### src/rtl/adder6_pkg.sv
// Shared widths and scheduler state encoding for the adder6 shared-unit scheduler.
package adder6_pkg;
   localparam int unsigned OPW  = 6;
   localparam int unsigned SUMW = 7;
   localparam int unsigned CNTW = 16;

   typedef enum logic {
      EMPTY = 1'b0,
      FULL  = 1'b1
   } sched_state_t;
endpackage

### src/rtl/adder6.sv
// Shared combinational 6+6 -> 7-bit adder.
module adder6
   import adder6_pkg::*;
(
   input  logic [OPW-1:0]  a_i,
   input  logic [OPW-1:0]  b_i,
   output logic [SUMW-1:0] sum_c
);
   assign sum_c = SUMW'(a_i) + SUMW'(b_i);
endmodule

### src/rtl/adder6_sched_rr_pick.sv
// Round-robin picker: first valid index at or above ptr, wrapping modulo N.
module rr_pick #(
   parameter int unsigned N  = 4,
   parameter int unsigned IW = 2
) (
   input  logic [N-1:0]  valid_i,
   input  logic [IW-1:0] ptr_i,
   output logic [N-1:0]  grant_c,
   output logic [IW-1:0] idx_c,
   output logic          any_c
);
   int unsigned j;

   always_comb begin
      grant_c = '0;
      idx_c   = '0;
      any_c   = 1'b0;
      j       = 0;
      for (int unsigned k = 0; k < N; k++) begin
         j = (32'(ptr_i) + k) % N;
         if (!any_c && valid_i[IW'(j)]) begin
            any_c              = 1'b1;
            idx_c              = IW'(j);
            grant_c[IW'(j)]    = 1'b1;
         end
      end
   end
endmodule

### src/rtl/adder6_sched.sv
// Round-robin scheduler sharing one adder6 among N_REQ requesters; one registered
// response slot with backpressure, accept-and-regrant in the same cycle.
module adder6_sched
   import adder6_pkg::*;
#(
   parameter int unsigned N_REQ = 4,
   parameter int unsigned ID_W  = 2
) (
   input  logic                   clk,
   input  logic                   rst_n,
   input  logic [N_REQ-1:0]       req_valid,
   input  logic [OPW*N_REQ-1:0]   req_a,
   input  logic [OPW*N_REQ-1:0]   req_b,
   output logic [N_REQ-1:0]       req_ready,
   output logic                   rsp_valid,
   input  logic                   rsp_ready,
   output logic [SUMW-1:0]        rsp_sum,
   output logic [ID_W-1:0]        rsp_id,
   output logic [CNTW-1:0]        ops_done
);
   sched_state_t      state_q, state_d;
   logic [ID_W-1:0]   ptr_q, ptr_d;
   logic [SUMW-1:0]   sum_q, sum_d;
   logic [ID_W-1:0]   id_q, id_d;
   logic [CNTW-1:0]   ops_q, ops_d;

   logic [N_REQ-1:0]  pick_grant_c;
   logic [ID_W-1:0]   pick_idx_c;
   logic              pick_any_c;
   logic [OPW-1:0]    a_g_c, b_g_c;
   logic [SUMW-1:0]   sum_c;
   logic              slot_free_c, grant_fire_c;

   rr_pick #(.N(N_REQ), .IW(ID_W)) u_pick (
      .valid_i (req_valid),
      .ptr_i   (ptr_q),
      .grant_c (pick_grant_c),
      .idx_c   (pick_idx_c),
      .any_c   (pick_any_c)
   );

   // Operand mux driven only by the grant index, so operands never reach an output combinationally.
   assign a_g_c = req_a[32'(pick_idx_c)*OPW +: OPW];
   assign b_g_c = req_b[32'(pick_idx_c)*OPW +: OPW];

   adder6 u_add (
      .a_i   (a_g_c),
      .b_i   (b_g_c),
      .sum_c (sum_c)
   );

   assign slot_free_c  = (state_q == EMPTY) || rsp_ready;
   assign grant_fire_c = slot_free_c && pick_any_c;
   assign req_ready    = (grant_fire_c && rst_n) ? pick_grant_c : '0;

   always_comb begin
      state_d = state_q;
      ptr_d   = ptr_q;
      sum_d   = sum_q;
      id_d    = id_q;
      ops_d   = ops_q;
      if (state_q == FULL && rsp_ready) begin
         ops_d   = ops_q + CNTW'(1);
         state_d = EMPTY;
      end
      if (grant_fire_c) begin
         state_d = FULL;
         sum_d   = sum_c;
         id_d    = pick_idx_c;
         ptr_d   = (pick_idx_c == ID_W'(N_REQ - 1)) ? '0 : ID_W'(pick_idx_c + 1'b1);
      end
   end

   always_ff @(posedge clk or negedge rst_n) begin
      if (!rst_n) begin
         state_q <= EMPTY;
         ptr_q   <= '0;
         sum_q   <= '0;
         id_q    <= '0;
         ops_q   <= '0;
      end else begin
         state_q <= state_d;
         ptr_q   <= ptr_d;
         sum_q   <= sum_d;
         id_q    <= id_d;
         ops_q   <= ops_d;
      end
   end

   assign rsp_valid = (state_q == FULL);
   assign rsp_sum   = sum_q;
   assign rsp_id    = id_q;
   assign ops_done  = ops_q;
endmodule

### config.mk
export PLATFORM = sky130hd
export DESIGN_NAME = adder6_sched
export DESIGN_NICKNAME = d
export VERILOG_FILES = /design/src/rtl/adder6_pkg.sv /design/src/rtl/adder6.sv /design/src/rtl/adder6_sched_rr_pick.sv /design/src/rtl/adder6_sched.sv
export SDC_FILE = /design/constraint.sdc
export NUM_CORES = 1
export LEC_CHECK = 0
export CORE_AREA = 2 2 72 74
export DETAILED_ROUTE_END_ITERATION = 8
export DIE_AREA = 0 0 74 76
export HOLD_SLACK_MARGIN = 0.06
export PLACE_DENSITY = 0.84
export RECOVER_POWER = 25
export SYNTH_ARGS = -nofsm -noshare
export SYNTH_HDL_FRONTEND = slang
export SYNTH_SLANG_ARGS = --single-unit
### constraint.sdc
create_clock -name clk -period 6.95 [get_ports clk]
set_clock_uncertainty 0.2 [all_clocks]
set_input_delay 1.39 -clock clk [delete_from_list [all_inputs] [get_ports clk]]
set_output_delay 1.39 -clock clk [all_outputs]
set_load 0.03 [all_outputs]
==> After elaboration in Yosys (flattened, before gate mapping) <==
Cells that the tools add are included.
{ "word_totals": {"regBits": 28, "wordCells": 74, "out_inout_bits": 30} }
{ "op_classes": {"multipliers": 1, "addsub": 6, "shifts": 2, "n_mux": 32, "n_eq_ne": 1, "order_cmp": 8, "bitwise_logic": 4, "reduce_logical": 15} }
{ "ops": {"columns": ["op", "n"], "rows": [
  ["$shiftx A24 B6 Y6", 2],
  ["$mux W4", 5],
  ["$add A16 B1 Y16 const B", 1],
  ["$mux W1", 14],
  ["$lt A2 B3 Y1 const B", 4],
  ["$or A4 B4 Y4", 3],
  ["$logic_and A1 B1 Y1", 10],
  ["$mux W2", 5],
  ["$bmux W1 S2", 4],
  ["$demux W1 S2", 4],
  ["$ge A2 B1 Y1 const B", 4],
  ["$add A6 B6 Y7", 1],
  ["$add A2 B1 Y2 const B", 2],
  ["$add A2 B2 Y2 const B", 2],
  ["$mul A2 B2 Y4 const B", 1],
  ["$logic_not A1 Y1", 3],
  ["$eq A2 B2 Y1 const B", 1],
  ["$reduce_bool A2 Y1", 1],
  ["$logic_or A1 B1 Y1", 1],
  ["$not A1 Y1", 1]
]} }

==> Depth between registers and ports, before layout <==
{ "depth": {"word_depth": 15, "depth_mapped": 18, "ltp_nobuf": 15} }

==> Cells and area by module <==
Synthesis repeated with hierarchy kept, for this count alone.
{ "hier_totals": {"cells_unflattened": 204, "area_unflattened_um2": 2145.8} }
{ "modules_own_cells": {"columns": ["module", "cells_each", "area_each_um2", "n_inst"], "rows": [
  ["adder6_sched", 131, 1483.9, 1],
  ["rr_pick", 45, 419.2, 1],
  ["adder6", 28, 242.7, 1]
]} }

==> Worst setup path after synthesis <==
Ideal clock, no wire load.
{ "synth_timing": {"kind": "input to output", "startpoint": "input port req_valid[0]", "endpoint": "output port req_ready[0]", "required_time_ns": 5.360, "arrival_time_ns": 2.962, "path_buffers": 1, "cell_stages": 6, "path_slack_ns": 2.398, "cell_sequence": "buf_6 or3b_2 a211oi_1 a311o_1 nand3_1 a21oi_1"} }
{ "synth_via": {"elab_chain_cells": 15, "elab_cells_between_ends": 28, "cone_classes": "17 x mux; 3 x bitwise; 8 x reduce/logical"} }
{ "synth_rtl": {"columns": ["item", "line_no", "source"], "rows": [
  ["start: declaration", "adder6_sched.sv:11", "input logic [N_REQ-1:0] req_valid,"],
  ["$bmux W1 S2", "adder6_sched_rr_pick.sv:21", "if (!any_c && valid_i[IW'(j)]) begin"],
  ["$mux W1 (not written as such)", "adder6_sched_rr_pick.sv:21", null],
  ["$mux W1", "adder6_sched_rr_pick.sv:21", null],
  ["$logic_not A1 Y1", "adder6_sched_rr_pick.sv:21", null],
  ["$logic_and A1 B1 Y1", "adder6_sched_rr_pick.sv:21", null],
  ["$mux W1", "adder6_sched_rr_pick.sv:21", null],
  ["$logic_not A1 Y1", "adder6_sched_rr_pick.sv:21", null],
  ["$logic_and A1 B1 Y1", "adder6_sched_rr_pick.sv:21", null],
  ["$mux W1", "adder6_sched_rr_pick.sv:21", null],
  ["$logic_not A1 Y1", "adder6_sched_rr_pick.sv:21", null],
  ["$logic_and A1 B1 Y1", "adder6_sched_rr_pick.sv:21", null],
  ["$mux W1", "adder6_sched_rr_pick.sv:21", null],
  ["$logic_and A1 B1 Y1", "adder6_sched.sv:53", "assign grant_fire_c = slot_free_c && pick_any_c;"],
  ["$logic_and A1 B1 Y1", "adder6_sched.sv:54", "assign req_ready = (grant_fire_c && rst_n) ? pick_grant_c : '0;"],
  ["$mux W4 (*)", "adder6_sched.sv:54", null],
  ["end: declaration", "adder6_sched.sv:14", "output logic [N_REQ-1:0] req_ready,"]
]} }
Every way passes the cells marked *; elsewhere a longest branch is shown, timed or not. The select of a mux whose other input is x is not followed.

==> Final worst setup path <==
{ "layout_timing": {"startpoint": "input port rst_n", "endpoint": "output port req_ready[2]"} }
{ "layout_via": {"elab_chain_cells": 2} }
{ "layout_rtl": {"columns": ["item", "line_no", "source"], "rows": [
  ["start: declaration", "adder6_sched.sv:10", "input logic rst_n,"],
  ["$logic_and A1 B1 Y1", "adder6_sched.sv:54", null],
  ["$mux W4", "adder6_sched.sv:54", null]
]} }
No other way between the ends.

==> impl_table.tex <==
\begin{tabular}{lr}
\hline
Metric & Value \\
\hline
\multicolumn{2}{l}{\textbf{Outcome}} \\
\quad Result of the run & finished clean \\
\multicolumn{2}{l}{\textbf{Power}} \\
\quad IR Drop Worst-Case VDD & 200.9 uV \\
\quad Part of the power in the clock network & 6.5\% \\
\quad Net Switching & 0.5839 mW \\
\quad Switching part of the total & 45.84\% \\
\quad Internal power contribution & about 0.7 mW \\
\quad Seq pwr share & 21.3\% \\
\quad Sum of internal, switching and leakage power & between 1 and 1.5 mW \\
\quad Logic pwr share & 72.2\% \\
\quad Areal power density over the cells & 402.4 nW/um2 \\
\quad Leakage component of the power & 1.386 nW \\
\multicolumn{2}{l}{\textbf{Place}} \\
\quad Total placed cells including tap cells & between 300 and 400 \\
\quad PortBufs & 84 \\
\quad Total half-perimeter wirelength after legalization and detailed placement & 3.862 mm \\
\quad Area after DPL & 3128 um2 \\
\quad Worst slack at placement & 1.421 ns \\
\quad Gpl congestion & 0.7787 \\
\multicolumn{2}{l}{\textbf{Timing}} \\
\quad Top achievable clock speed & 0.1720 GHz \\
\quad Number of failing hold endpoints at the final stage & 0 \\
\quad Time the worst path needs with I/O delays and setup & 5.814 ns \\
\quad Worst hold margin & 0.2695 ns \\
\quad Slew headroom & 0.4695\% \\
\quad Final count of negative-setup-slack endpoints & 0 \\
\quad Share of the clock period used by the worst path after layout & 83.65\% \\
\quad Unrepaired setup endpoints after global routing & no \\
\quad PnR worst setup slack & approximately 1.1 ns \\
\quad Pins Over Slew Limit & 0 \\
\quad Total Negative Setup Slacks & 0 ns \\
\quad Tightest Pin Transition & 1.493 ns \\
\multicolumn{2}{l}{\textbf{Detailed routing}} \\
\quad Final routed wire length divided by cell count & 12.15 um \\
\quad \# DRC & 0 \\
\quad Antenna Violating Nets Remaining & 0 \\
\quad Number of vias per cell & 5.047 \\
\quad Via total after detailed routing & 1,938 \\
\quad Sum of routed wire length over all layers & 4.666 mm \\
\quad Initial drt markers & 74 \\
\quad DR pass1 iterations & 4 \\
\multicolumn{2}{l}{\textbf{Clocking}} \\
\quad TritonCTS clock tree & done \\
\quad Post-cts hold buffer count & 0 \\
\quad Cts repair resizes & 0 \\
\quad Clock latency of the later-clocked register in the worst-skew pair & roughly 0.26 ns \\
\quad Number of clock sinks & 28 \\
\quad TritonCTS buffer count & 3 \\
\quad Clock root buffer & sky130\_fd\_sc\_hd\_\_clkbuf\_8 \\
\quad Clk buf depth & 2 \\
\quad H-Tree Depth & 1 \\
\quad Post-CTS Setup Inserts & 0 \\
\quad Clock-pin slew on the worst setup and hold paths & about 0.09 ns \\
\multicolumn{2}{l}{\textbf{Finish}} \\
\quad Number of nets in the layout & between 300 and 400 \\
\quad Number of antenna diodes & 0 \\
\quad Final cell utilization of the core & 64.44\% \\
\quad Area delta synth->final & 40.17\% \\
\quad Finished Layout Cells & approximately 380 \\
\quad Area occupied by multi-input gates & about 1400 um2 \\
\quad Area of all sequential standard cells & approximately 700 um2 \\
\quad Area of all placed cells without fillers & roughly 3200 um2 \\
\quad Layout cell share with drive strength beyond 1 & 4.140\% \\
\quad Filler cell count & 425 \\
\multicolumn{2}{l}{\textbf{Setup path}} \\
\quad Data arrival time of the critical path & 4.22 ns \\
\quad Critical-path maximum fanout & 29 \\
\quad Startpoint Class & input port \\
\quad Critical path class & input port to output port \\
\quad Critical Path End Type & output port \\
\quad Required arrival time at the worst endpoint & 5.36 ns \\
\quad Worst-case reg-to-reg path depth & 15 \\
\multicolumn{2}{l}{\textbf{GRT}} \\
\quad Initial antenna violation count & 0 \\
\quad Leftover overflow at the end of global routing & 0 \\
\quad Largest net degree at the start of global routing & 30 \\
\quad Number of global-route vias before repair & roughly 1,900 \\
\quad Overall Global Routing Usage & 17.51\% \\
\quad Global-route wire length before repair & between 7 and 8 mm \\
\multicolumn{2}{l}{\textbf{Logic synthesis}} \\
\quad Netlist area before placement & 2258 um2 \\
\quad Unique cell type count in the Yosys netlist & 39 \\
\quad Synthesis warning total & 0 \\
\quad Predominant post-synthesis flop cell & sky130\_fd\_sc\_hd\_\_dfrtp\_1 \\
\quad Cell count after synthesis & 236 \\
\quad Mean area per synthesized cell & 9.570 um2 \\
\quad Flip-flop and latch count after synthesis & 28 \\
\quad Syn\_nets & 307 \\
\quad Sequential fraction of the synthesis area & 31.02\% \\
\quad EDFF count, synth & 0 \\
\quad Asr flop ratio synth & 100.0\% \\
\multicolumn{2}{l}{\textbf{Floorplan}} \\
\quad Die boundary width & 74 um \\
\quad Initial core utilization & 45.98\% \\
\quad Core ar. & 4912 um2 \\
\quad Die height & between 70 and 80 um \\
\quad Area enclosed by the die boundary & 5624 um2 \\
\quad Std-Cell Rows & 26 \\
\quad Number of placed I/O pins & 85 \\
\multicolumn{2}{l}{\textbf{Flow run}} \\
\quad Max Cap Violations & 0 \\
\multicolumn{2}{l}{\textbf{Min path}} \\
\quad Min-delay worst type & flip-flop to flip-flop \\
\quad Hold depth & 1 \\
\hline
\end{tabular}
area by class of cell:
class                      instances  share of cell area (%)
clock buffer                       3                   1.304
sequential                        28                   22.13
multi-input combinational        184                   45.45
tap                               70                   2.767
timing repair buffer              85                   26.68
inverter                          14                   1.660
synth_stat cells, types with 2 or more instances:
library cell               instances  area share [%]
sky130_fd_sc_hd__a21o_1            2            0.66
sky130_fd_sc_hd__a21oi_1          10             2.2
sky130_fd_sc_hd__and3_1            5             1.4
sky130_fd_sc_hd__and4_1            3             1.2
sky130_fd_sc_hd__buf_2             2            0.44
sky130_fd_sc_hd__buf_6             3             1.5
sky130_fd_sc_hd__clkbuf_1          3            0.50
sky130_fd_sc_hd__dfrtp_1          28              31
sky130_fd_sc_hd__ha_1             15             8.3
sky130_fd_sc_hd__inv_1            14             2.3
sky130_fd_sc_hd__mux2_2            2             1.0
sky130_fd_sc_hd__mux2i_1          39              17
sky130_fd_sc_hd__mux4_2            2             2.0
sky130_fd_sc_hd__nand2_1          28             4.7
sky130_fd_sc_hd__nand2b_1          2            0.55
sky130_fd_sc_hd__nand2b_4          2             1.2
sky130_fd_sc_hd__nand3_1           9             2.0
sky130_fd_sc_hd__nand4_1           5             1.4
sky130_fd_sc_hd__nor2_1            7             1.2
sky130_fd_sc_hd__nor2b_1           2            0.55
sky130_fd_sc_hd__nor3_1            3            0.66
sky130_fd_sc_hd__o21ai_0          17             3.8
sky130_fd_sc_hd__xnor2_1          16             6.2
sky130_fd_sc_hd__xor2_1            2            0.78
kinds of logic (layout without fill, tap and decap cells):
family                   count (synthesis)  in the layout  synth area share [%]
AO/OA/AOI/OAI                           35             35                 8.920
multiplexers                            46             46                 22.38
adder cells (fa/ha/maj)                 16             16                 9.197
AND/OR/NAND/NOR                         69             69                 15.73
XOR/XNOR                                18             18                 6.981
buffers and inverters                   24            102                 5.762
flip-flops                              28             28                 31.02
flip-flops by register name, indices dropped and copies added (netlist names):
name / count
rsp_valid: 1
rsp_id: 2
ptr_q: 2
ops_done: 16
rsp_sum: 7
layer usage:
layer	GRT usage, %	share of wire, %	vias up
met5	0	0	-
met4	3.273	0.43	0
met3	3.307	6.0	2
met2	32.41	52	67
met1	20.54	42	883
li1	-	-	986
cells in the final DEF (no fill, tap or decap), drive strengths merged, types with 3 or more instances in the layout:
cell and instances:
nand3 9, xnor2 16, nand4 5, and3 5
inv 14, a21oi 10, nand2 28, dfrtp 28
clkbuf 4, and4 3, nand2b 4, o21ai 17
ha 15, nor2 7, mux2 3, nor3 3
mux2i 41, clkdlybuf4s50 83
worst paths after layout:
check	to	slack [ns]	from
setup / recovery	req_ready[2]	1.14	rst_n
hold / removal	ops_done[15]	0.27	ops_done[15]
setup reg to reg	rsp_sum[6]	2.19	ptr_q[0]
hold reg to reg	ops_done[15]	0.27	ops_done[15]
max in group asynchronous	ops_done[10]	3.87	rst_n
min in group asynchronous	ops_done[2]	1.81	rst_n
power by group through the flow:
stage                     combinational (mW)  clock, mW  sequential (mW)
after floorplan                        0.627          0            0.348
after CTS                              0.932     0.0866            0.273
final                                  0.919     0.0834            0.271
after global routing                    1.03     0.0921            0.281
after detailed placement               0.928          0            0.275
after global placement                 0.905          0            0.273
critical path: stages:
cell and delay, ns:
sky130_fd_sc_hd__dlygate4sd3_1 0.52, sky130_fd_sc_hd__clkbuf_1 1.08, sky130_fd_sc_hd__nand2_1 0.32, sky130_fd_sc_hd__a21oi_1 0.22
sky130_fd_sc_hd__clkdlybuf4s50_1 0.69
No activity file was read; power rests on OpenSTA's default activity.
